**config.mk**
```make
export PLATFORM = sky130hd
export DESIGN_NAME = im_arbiter
export DESIGN_NICKNAME = d
export VERILOG_FILES = /design/src/rtl/im_arb_pkg.sv /design/src/rtl/im_arb_rr.sv /design/src/rtl/im_arbiter.sv
export SDC_FILE = /design/constraint.sdc
export NUM_CORES = 1
export LEC_CHECK = 0
export BUFFER_PORTS_ARGS = -buffer_cell sky130_fd_sc_hd__buf_2
export CAP_MARGIN = 20
export CORE_MARGIN = 10
export CORE_UTILIZATION = 48
export DETAILED_ROUTE_END_ITERATION = 16
export GPL_ROUTABILITY_DRIVEN = 1
export MAX_ROUTING_LAYER = met4
export PLACE_DENSITY = 0.87
export REMOVE_ABC_BUFFERS = 1
export SKIP_CTS_REPAIR_TIMING = 1
export SYNTH_ARGS = -nofsm -noshare
export SYNTH_HDL_FRONTEND = slang
export SYNTH_SLANG_ARGS = --single-unit
```
**constraint.sdc**
```tcl
create_clock -name clk -period 1.75 [get_ports clk]
set_input_delay 0.0875 -clock clk [delete_from_list [all_inputs] [get_ports clk]]
set_output_delay 0.0875 -clock clk [all_outputs]
set_load 0.02 [all_outputs]
```
**src/rtl/im_arb_pkg.sv**
```systemverilog
// Shared definitions for the instruction-memory arbiter: default widths,
// FSM state encoding and the port identifiers used by the round-robin logic.
package im_arb_pkg;

   localparam int ADDR_W_DEF = 12;
   localparam int DATA_W_DEF = 32;

   // Port identifiers; also the encoding of the round-robin last-winner bit
   localparam logic PORT_F = 1'b0;
   localparam logic PORT_D = 1'b1;

   typedef enum logic [1:0] {
      IDLE = 2'd0,
      READ = 2'd1,
      RESP = 2'd2
   } state_t;

endpackage

```
**src/rtl/im_arb_rr.sv**
```systemverilog
// Two-way round-robin picker: a lone requester always wins; on a tie the
// port that did not win last time is chosen. Output is one-hot or zero.
module im_arb_rr
   import im_arb_pkg::*;
(
   input  logic [1:0] req,
   input  logic       last,
   output logic [1:0] gnt
);

   // Tie-break against the last winner, otherwise pass the single request through
   always_comb begin
      gnt = 2'b00;
      if (req == 2'b11) begin
         gnt = (last == PORT_F) ? 2'b10 : 2'b01;
      end else begin
         gnt = req;
      end
   end

endmodule

```
**src/rtl/im_arbiter.sv**
```systemverilog
// Instruction-memory arbiter sharing one combinational-read memory between a
// fetch port and a debug/loader port. Grant in IDLE/RESP, memory read in READ,
// response pulse in RESP (grant-to-rvalid latency 2 cycles).
// Optional build macro IM_ARB_ALIGN_CHECK_EN: misaligned grants return zero
// data together with an err pulse instead of reading memory.
module im_arbiter
   import im_arb_pkg::*;
#(
   parameter int ADDR_W = ADDR_W_DEF,
   parameter int DATA_W = DATA_W_DEF
) (
   input  logic              clk,
   input  logic              rst_n,
   input  logic              f_req,
   input  logic [ADDR_W-1:0] f_addr,
   output logic              f_gnt,
   output logic              f_rvalid,
   output logic [DATA_W-1:0] f_rdata,
   input  logic              d_req,
   input  logic [ADDR_W-1:0] d_addr,
   output logic              d_gnt,
   output logic              d_rvalid,
   output logic [DATA_W-1:0] d_rdata,
   output logic [ADDR_W-1:0] mem_addr,
   input  logic [DATA_W-1:0] mem_rdata,
   output logic              busy,
   output logic              err
);

   state_t            state;
   logic [ADDR_W-1:0] addr_reg;
   logic              port_reg;
   logic              last_reg;
   logic              f_rvalid_reg;
   logic              d_rvalid_reg;
   logic [DATA_W-1:0] f_rdata_reg;
   logic [DATA_W-1:0] d_rdata_reg;
   logic [1:0]        rr_gnt;
   logic [1:0]        gnt;
   logic              grant_ok;
   logic              any_gnt;
   logic              win;

`ifdef IM_ARB_ALIGN_CHECK_EN
   logic              mis_reg;
   logic              mis_next;
   logic              err_reg;
`endif

   im_arb_rr u_rr (
      .req  ({d_req, f_req}),
      .last (last_reg),
      .gnt  (rr_gnt)
   );

   // Grants are only offered when the FSM can start a new read; held low in reset
   assign grant_ok = rst_n && ((state == IDLE) || (state == RESP));
   assign gnt      = grant_ok ? rr_gnt : 2'b00;
   assign any_gnt  = |gnt;
   assign win      = gnt[1];
   assign f_gnt    = gnt[0];
   assign d_gnt    = gnt[1];

   assign mem_addr = addr_reg;
   assign busy     = (state != IDLE);
   assign f_rvalid = f_rvalid_reg;
   assign d_rvalid = d_rvalid_reg;
   assign f_rdata  = f_rdata_reg;
   assign d_rdata  = d_rdata_reg;

`ifdef IM_ARB_ALIGN_CHECK_EN
   assign mis_next = ((win == PORT_D) ? d_addr[1:0] : f_addr[1:0]) != 2'b00;
   assign err      = err_reg;
`else
   assign err      = 1'b0;
`endif

   // Arbitration FSM: latch the winner's address, read in READ, respond in RESP
   always_ff @(posedge clk or negedge rst_n) begin
      if (!rst_n) begin
         state        <= IDLE;
         addr_reg     <= '0;
         port_reg     <= PORT_F;
         last_reg     <= PORT_D;
         f_rvalid_reg <= 1'b0;
         d_rvalid_reg <= 1'b0;
         f_rdata_reg  <= '0;
         d_rdata_reg  <= '0;
`ifdef IM_ARB_ALIGN_CHECK_EN
         mis_reg      <= 1'b0;
         err_reg      <= 1'b0;
`endif
      end else begin
         f_rvalid_reg <= 1'b0;
         d_rvalid_reg <= 1'b0;
`ifdef IM_ARB_ALIGN_CHECK_EN
         err_reg      <= 1'b0;
`endif
         if (any_gnt) begin
            addr_reg <= (win == PORT_D) ? d_addr : f_addr;
            port_reg <= win;
            last_reg <= win;
`ifdef IM_ARB_ALIGN_CHECK_EN
            mis_reg  <= mis_next;
`endif
         end
         case (state)
            IDLE: begin
               if (any_gnt) state <= READ;
            end
            READ: begin
               state <= RESP;
`ifdef IM_ARB_ALIGN_CHECK_EN
               err_reg <= mis_reg;
               if (port_reg == PORT_F) begin
                  f_rvalid_reg <= 1'b1;
                  f_rdata_reg  <= mis_reg ? '0 : mem_rdata;
               end else begin
                  d_rvalid_reg <= 1'b1;
                  d_rdata_reg  <= mis_reg ? '0 : mem_rdata;
               end
`else
               if (port_reg == PORT_F) begin
                  f_rvalid_reg <= 1'b1;
                  f_rdata_reg  <= mem_rdata;
               end else begin
                  d_rvalid_reg <= 1'b1;
                  d_rdata_reg  <= mem_rdata;
               end
`endif
            end
            RESP: begin
               state <= any_gnt ? READ : IDLE;
            end
            default: state <= IDLE;
         endcase
      end
   end

endmodule

```
==> results of run 1 <==
==> layer usage <==
| metal | wire, um | vias up | GRT usage | part of all wire |
|---|---|---|---|---|
| met4 | 124 | 0 | 0.05784 | 0.013 |
| met1 | 4155 | 1223 | 0.1836 | 0.43 |
| met3 | 504 | 11 | 0.04300 | 0.052 |
| met5 | 0 | - | - | 0 |
| li1 | - | 1146 | - | - |
| met2 | 4896 | 108 | 0.2620 | 0.51 |
==> worst paths after layout <==
kind / startpoint / end
hold reg to reg: state[1] / state[1]
hold / removal: rst_n / mem_addr[9]
setup / recovery: state[0] / d_gnt
setup reg to reg: state[0] / f_rdata[26]
max in group asynchronous: rst_n / mem_addr[4]
min in group clk: mem_rdata[11] / d_rdata[11]
==> area by class of cell <==
type | instances | area (um2) | area share
Sequential cell | 82 | 2053 | 0.4367
Timing Repair Buffer | 173 | 1041 | 0.2214
Inverter | 15 | 56.30 | 0.01197
Tap cell | 96 | 120.1 | 0.02555
Clock inverter | 6 | 72.57 | 0.01543
Clock buffer | 10 | 137.6 | 0.02927
Multi-Input combinational cell | 115 | 1221 | 0.2597
==> placed cells by master (no fill, tap or decap), types with 5 or more instances in the layout <==
cell type      synthesis  routed
clkbuf_8               0      10
o311ai_2               6       6
inv_1                 15      15
dfrtp_1               81      81
dlygate4sd3_1          0      26
nand4_1               12      12
mux2_2                35      35
o311ai_0               5       5
mux2_4                29      29
buf_4                  1       6
buf_2                  2     139
o21ai_0               13      12
==> worst max-delay path, stage by stage (launching register included) <==
cell and delay (ps):
dfrtp_1 430, nor2b_4 200, and3_4 340, buf_2 210
==> cell families (layout without fill, tap and decap cells) <==
logic type             Yosys count  after routing  synth area share
DFF                             82             82            0.5905
muxes                           64             64            0.2386
buffers and inverters           31            204           0.06009
AOI/OAI and AO/OA               28             28           0.06765
and+or+nand+nor                 22             22           0.04211
other                            1              1          0.001078
==> power breakdown <==
part / internal, uW / switching, uW / leakage [uW]
Combinational: 1180 / 1550 / 0.00126
Sequential: 2540 / 360 / 0.000969
Clock: 714 / 705 / 0.000103
Total: 4440 / 2620 / 0.00233
==> through the flow <==
stage / area [um2] / utilization / cells
final: 4702 / 0.6808 / 497
after global routing: 4702 / 0.6808 / 497
after global placement: 4219 / 0.6109 / 454
after detailed placement: 4219 / 0.6109 / 454
after floorplan: 3324 / - / 212
after CTS: 4429 / 0.6413 / 470
==> flow_summary.ini, run 1 <==
[status]
status = finished, violations left
violations = negative hold slack

[sta]
slew_headroom = 0.3343
layout_setup_ws_ps = 141.0
fin_hold_ws_ps = -17.17
skew_ps = 9.350
drv_slew = 0
finalSetupTns_ps = 0
fin_crit_sh = 0.9194
fmax_ghz = 0.6215
rsz0062_at_grt = no
setup_viol = 0
tightest_slew_ps = 998.6
hold_violations = 14
layout_min_cycle_time_ps = 1609

[clocking]
clk_latency_ps = 340
cts_made_buffers = 9
htreeDepth = 3
clk_path_buf_depth = 2
cts.clk_slew.worst_paths_ps = 90
clock-sinks = 82
cts_root_buf = clkbuf_8
cts_tree = built

[synthesis]
syn_inst = 228
yosys_warnings = 0
synth_area_leaders = dfrtp_1 (58%), mux2_4 (13%), mux2_2 (11%)
syn_avg_cell_area_um2 = 15.25
yosysSeqAreaShare = 0.5905
synth_flop_cell = dfrtp_1
post-synth-top-count-cell = dfrtp_1
synth_top_area_frac = 0.5829
synth_area_mm2 = 0.003477
async_flop_share = 1.000
ys_types = 26
synth_edf_count = 0
synth-seq-cells = 82
synth_commonest_cells = dfrtp_1 (81), mux2_2 (35), mux2_4 (29)
synth.largest_area_cell = dfrtp_1

[worst_setup_path]
cp-start-kind = flip-flop
cp.required_ps = 1660
worstPathArrival_ps = 1520
worstRegToRegCells = 4
crit_type = reg2out
worst_setup_path_end_kind = output port
reg2reg_slack_ps = 250
cp_max_fo = 15

[routing]
vias = 2488
routed_wl_mm = 9.680
ant_nets = 0
first_pass_iters = 6
wire_per_inst_um = 19.48
initialDrtViolationCount = 70
routed_via_density = 5.006
drc = 0

[power_and_ir_drop]
leakagePower_uw = 0.002332
p_total_uw = 7057
powerDensity_mw_per_mm2 = 1501
irDropWorstVdd_mv = 0.5052

[finish]
area_growth_pct = 35.23
antennaDiodeCount = 0
nets = 456
fillCellCount = 495
drive_above_1_share = 0.5985

[placement]
post-place-ws_ps = 103.3
io_buffers = 140
routabilityCongestion = 0.8244
hpwl_mm = 6.905

[floorplan]
fp.dieH_um = 105.1
die_x_um = 105.1
die_area_mm2 = 0.01105
initial_core_util = 0.5034
num_rows = 30
core_area_mm2 = 0.006907
ios = 142

[global_routing]
antenna_found_initial = 0
grt_max_degree = 83
grt_pass1_wl_mm = 13.72
grt_pass1_vias = 2590
grtUsageTotal = 0.1597
overflow = 0

[hold_path]
hp-class = in2async

[flow_run]
max_cap_viol_count = 0
No activity file was read; power rests on OpenSTA's default activity.
==> run 2: changes to the inputs <==
Settings changed: CELL_PAD_IN_SITES_DETAIL_PLACEMENT set to 0, CELL_PAD_IN_SITES_GLOBAL_PLACEMENT set to 1, CORE_UTILIZATION 48 to 38.
==> flow_summary.ini, run 2 (synthesized netlist as in run 1, its figures left out) <==
[sta]
fin_hold_ws_ps = 20.52
fin_crit_sh = 0.9568
slew_headroom = 0.6057
setup_viol = 0
rsz0062_at_grt = no
skew_ps = 9.092
tightest_slew_ps = 591.4
layout_min_cycle_time_ps = 1674
hold_violations = 0
drv_slew = 0
fmax_ghz = 0.5972

[clocking]
cts_root_buf = clkbuf_8
clock-sinks = 82
clk_path_buf_depth = 2
cts.clk_slew.worst_paths_ps = 80
cts_tree = built
clk_latency_ps = 350
htreeDepth = 3
cts_made_buffers = 9

[power_and_ir_drop]
leakagePower_uw = 0.002386
irDropWorstVdd_mv = 0.5962
powerDensity_mw_per_mm2 = 1435

[routing]
vias = 2518
first_pass_iters = 4
drc = 0
routed_via_density = 4.824
routed_wl_mm = 9.107
wire_per_inst_um = 17.45
initialDrtViolationCount = 88
ant_nets = 0

[finish]
sequential_cell_area_mm2 = 0.002053
final-instance-count-excl-fill = 522
area_growth_pct = 38.72
multiInputGateArea_mm2 = 0.001216
fillCellCount = 772
layout_common_cells = buf_2 (138), dfrtp_1 (81), mux2_2 (35)
final_common_cell = buf_2
drive_above_1_share = 0.5918
antennaDiodeCount = 0
final_util = 0.5477
nets = 469

[global_routing]
grt_pass1_wl_mm = 13.93
grtUsageTotal = 0.1349
antenna_found_initial = 0
grt_max_degree = 49
use_met1 = 0.1614
grt_pass1_vias = 2683
overflow = 0
busiest_layer = met2
gr-usage-met2 = 0.2212
use_met3 = 0.03514

[placement]
hpwl_mm = 6.775
placed_cells = 473
io_buffers = 140
routabilityCongestion = 0.7666

[worst_setup_path]
slowest_stage = dlygate4sd3_1
worst_setup_path_end_kind = output port
crit_start = rst_n
cp_max_fo = 14
cp-start-kind = input pin
crit_type = in2out
r2r_start = state[0]
worst-path-buf-inv = 5
crit_chain = dlygate4sd3_1 > buf_4 > nor2b_4 > buf_8 > and3_1 > buf_4 > buf_4
worstPathArrival_ps = 1590
cp.required_ps = 1660
path_delay_family = buffers and inverters
cpMostUsedCell = buf_4
cpPeakStageDelay_ps = 540

[floorplan]
num_rows = 34
die_x_um = 115.7
ios = 142
initial_core_util = 0.3949
core_area_mm2 = 0.008806
fp.dieH_um = 115.7
die_area_mm2 = 0.01338

[hold_path]
holdCritStartpoint = d_addr[3]
hp-class = in2reg

[flow_run]
max_cap_viol_count = 0

[status]
status = completed
==> run 2: changes by cell type in the layout (fill, tap and decap cells not counted) <==
cell	change
and3_1	+1
and3_4	-1
buf_2	-1
buf_4	+6
buf_8	+1
bufinv_16	-1
clkbuf_8	+1
clkinv_4	-1
dlygate4sd3_1	+7
inv_8	+1
==> run 2: worst register-to-register path, cell delays in order, from the launching register on <==
cell     delay [ps]
dfrtp_1         420
nor2b_4         190
and2b_2         210
buf_12          190
mux2_2          350
==> run 2: per-stage QoR <==
stage	setup WS, ps	cell area, um2	total power, uW	setup TNS, ps
global route	1.642	4823	7331	0
detailed placement	275.1	4287	5600	0
global placement	312.7	4287	5516	0
floorplan	-487.1	3324	4528	-13620
CTS	-3.936	4483	6953	-3.936
finish	75.59	4823	6924	0
==> run 2: power breakdown <==
part           internal (uW)  switching [uW]
combinational           1210            1510
sequential              2540             332
clock                    616             722
==> run 2: final cells by class <==
type                       instances  share of cell area
inverter                          15             0.01167
tap                              108             0.02802
timing repair buffer             186              0.2418
clock buffer                      11             0.03139
sequential                        82              0.4257
multi-input combinational        115              0.2521
clock inverter                     5            0.009339
==> run 2: per-layer routing <==
| layer | part of all wire | vias up |
|---|---|---|
| met5 | 0 | - |
| met1 | 0.43 | 1262 |
| li1 | - | 1169 |
| met2 | 0.50 | 83 |
| met3 | 0.061 | 4 |
| met4 | 0.0051 | 0 |
==> run 2: worst paths after layout <==
| kind | end | slack, ps | depth (start not counted) |
|---|---|---|---|
| hold reg to reg | state[1] | 490 | 1 |
| min in group asynchronous | f_rdata[1] | 380 | 3 |
| setup reg to reg | f_rdata[26] | 280 | 4 |
| hold / removal | mem_addr[3] | 20 | 3 |
| max in group asynchronous | f_rdata[21] | 420 | 4 |
| setup / recovery | d_gnt | 80 | 7 |
==> run 3: changes to the inputs <==
Settings changed: CELL_PAD_IN_SITES_DETAIL_PLACEMENT 0 to 1, PLACE_DENSITY 0.87 to 0.86, SYNTH_HIERARCHICAL set to 1.
==> flow_summary.ini, run 3 <==
[floorplan]
core_area_mm2 = 0.008721
initial_core_util = 0.3901
num_rows = 34
die_area_mm2 = 0.01314
fp.dieH_um = 114.6
die_x_um = 114.6
ios = 142

[power_and_ir_drop]
clkPwrFrac = 0.183
switchingPower_uw = 3182
p_sw_frac = 0.3788
p_comb_frac = 0.430
p_seq_frac = 0.387
leakagePower_uw = 0.002306
internal_power_uw = 5218
p_total_uw = 8400
irDropWorstVdd_mv = 0.9251
powerDensity_mw_per_mm2 = 1793

[hold_path]
min_delay_path_depth = 2
hp-class = in2reg

[routing]
wire_per_inst_um = 19.24
routed_wl_mm = 9.272
vias = 2258
routed_via_density = 4.685
drc = 0
initialDrtViolationCount = 47
first_pass_iters = 3
ant_nets = 0

[finish]
nets = 429
drive_above_1_share = 0.6925
stdcell_area_mm2 = 0.004684
antennaDiodeCount = 0
area_growth_pct = 37.70
final_common_cell = buf_2
layout_common_cells = buf_2 (139), dfrtp_1 (81), mux2_2 (59)

[sta]
rsz0062_at_grt = no
drv_slew = 0
fin_crit_sh = 0.9260
setup_viol = 0
skew_ps = 14.50
hold_violations = 0
layout_min_cycle_time_ps = 1621
fmax_ghz = 0.6171

[synthesis]
synth_area_mm2 = 0.003402
post-synth-top-count-cell = dfrtp_1
synth_edf_count = 0
synth_top_area_frac = 0.5958
synth-seq-cells = 82
async_flop_share = 1.000
synth_flop_cell = dfrtp_1
syn_avg_cell_area_um2 = 17.36
synth_area_leaders = dfrtp_1 (60%), mux2_2 (20%), mux2_4 (13%)
yosys_warnings = 6
synth.largest_area_cell = dfrtp_1
yosysSeqAreaShare = 0.6035
ys_types = 20
syn_inst = 196
synth_commonest_cells = dfrtp_1 (81), mux2_2 (59), mux2_4 (29)

[clocking]
cts_tree = built
cts_root_buf = clkbuf_8
htreeDepth = 3
cts_made_buffers = 9
clk_latency_ps = 340
clk_path_buf_depth = 2
cts.clk_slew.worst_paths_ps = 90
clock-sinks = 82

[worst_setup_path]
worstRegToRegCells = 4
cp_max_fo = 14
worst-path-buf-inv = 2
crit_type = reg2out
cp.required_ps = 1660
path_delay_family = flip-flops
crit_chain = a21boi_1 > buf_4 > and2_2 > buf_2
cpPeakStageDelay_ps = 560
worst_setup_path_end_kind = output port
worstPathArrival_ps = 1530
crit_cells = 4
cp-start-kind = flip-flop
slowest_stage = dfstp_2

[status]
status = completed

[placement]
hpwl_mm = 6.582
routabilityCongestion = 0.7023
post_dp_cell_area_mm2 = 0.004182
io_buffers = 140

[global_routing]
grt_pass1_wl_mm = 13.41
grtUsageTotal = 0.1312
overflow = 0
grt_pass1_vias = 2580
antenna_found_initial = 0
grt_max_degree = 83

[flow_run]
max_cap_viol_count = 0
## run 3: cell count changes after synthesis, moves of 5 or more
cell,delta
mux2_2,+24
o21ai_0,-13
clkbuf_1,-5
o311ai_0,-5
inv_1,-12
nand4_1,-12
o311ai_2,-6
## run 3: worst register-to-register path, stage by stage, from the launching register on
cell and delay [ps]:
dfstp_2 560, inv_1 40, a21boi_1 210, o21a_4 280, mux2_2 360
## run 3: cell type report
cell class / instances / area, um2
fillers: 878 / 4036
clock inverters: 7 / 101.3
inverters: 3 / 11.26
clock buffers: 9 / 123.9
well taps: 108 / 135.1
flip-flops and latches: 82 / 2053
multi-input cells: 101 / 1209
repair buffers: 172 / 1051
## run 3: path summary, 6_finish.rpt
path                                from      endpoint  slack (ps)
setup / recovery                last_reg         d_gnt         130
hold / removal             mem_rdata[15]   d_rdata[15]         0.9
setup reg to reg                last_reg   mem_addr[7]         190
hold reg to reg                 state[1]      state[1]         480
max in group asynchronous          rst_n    d_rdata[8]         820
min in group asynchronous          rst_n  mem_addr[11]         330
## run 3: routing by layer
metal / GRT usage / vias to the layer above / part of all wire
met5: - / - / 0
met4: 0.03258 / 0 / 0.011
met3: 0.03407 / 10 / 0.063
met2: 0.2276 / 76 / 0.54
met1: 0.1464 / 1148 / 0.39
li1: - / 1024 / -
## run 3: power groups by stage
stage,Sequential [uW],Clock [uW],Combinational (uW)
after floorplan,4310,0,1170
after global placement,3220,0,3540
after detailed placement,3270,0,3620
after CTS,3250,1590,3620
after global routing,3360,1670,3860
final,3250,1530,3610
## run 3: through the flow
step / setup WS [ps] / setup TNS (ps) / cells / utilization / hold WS (ps)
6_report: 129.4 / 0 / 482 / 0.5372 / 0.9202
3_5_place_dp: 212.3 / 0 / 440 / 0.4795 / 336.8
5_1_grt: 51.17 / 0 / 482 / 0.5372 / 0.006356
4_1_cts: 108.1 / 0 / 456 / 0.5053 / -37.60
3_3_place_gp: 252.9 / 0 / 440 / 0.4795 / 332.3
2_1_floorplan: -465.4 / -8177 / 186 / - / -208.1
## run 3: kinds of logic (layout without fill, tap and decap cells)
family,after synthesis,count (layout),share of synthesized area
compound gates,5,5,0.01324
buf+inv,13,191,0.04119
flops,82,82,0.6035
mux,88,88,0.3233
other cells,1,1,0.001102
simple gates,7,7,0.01766
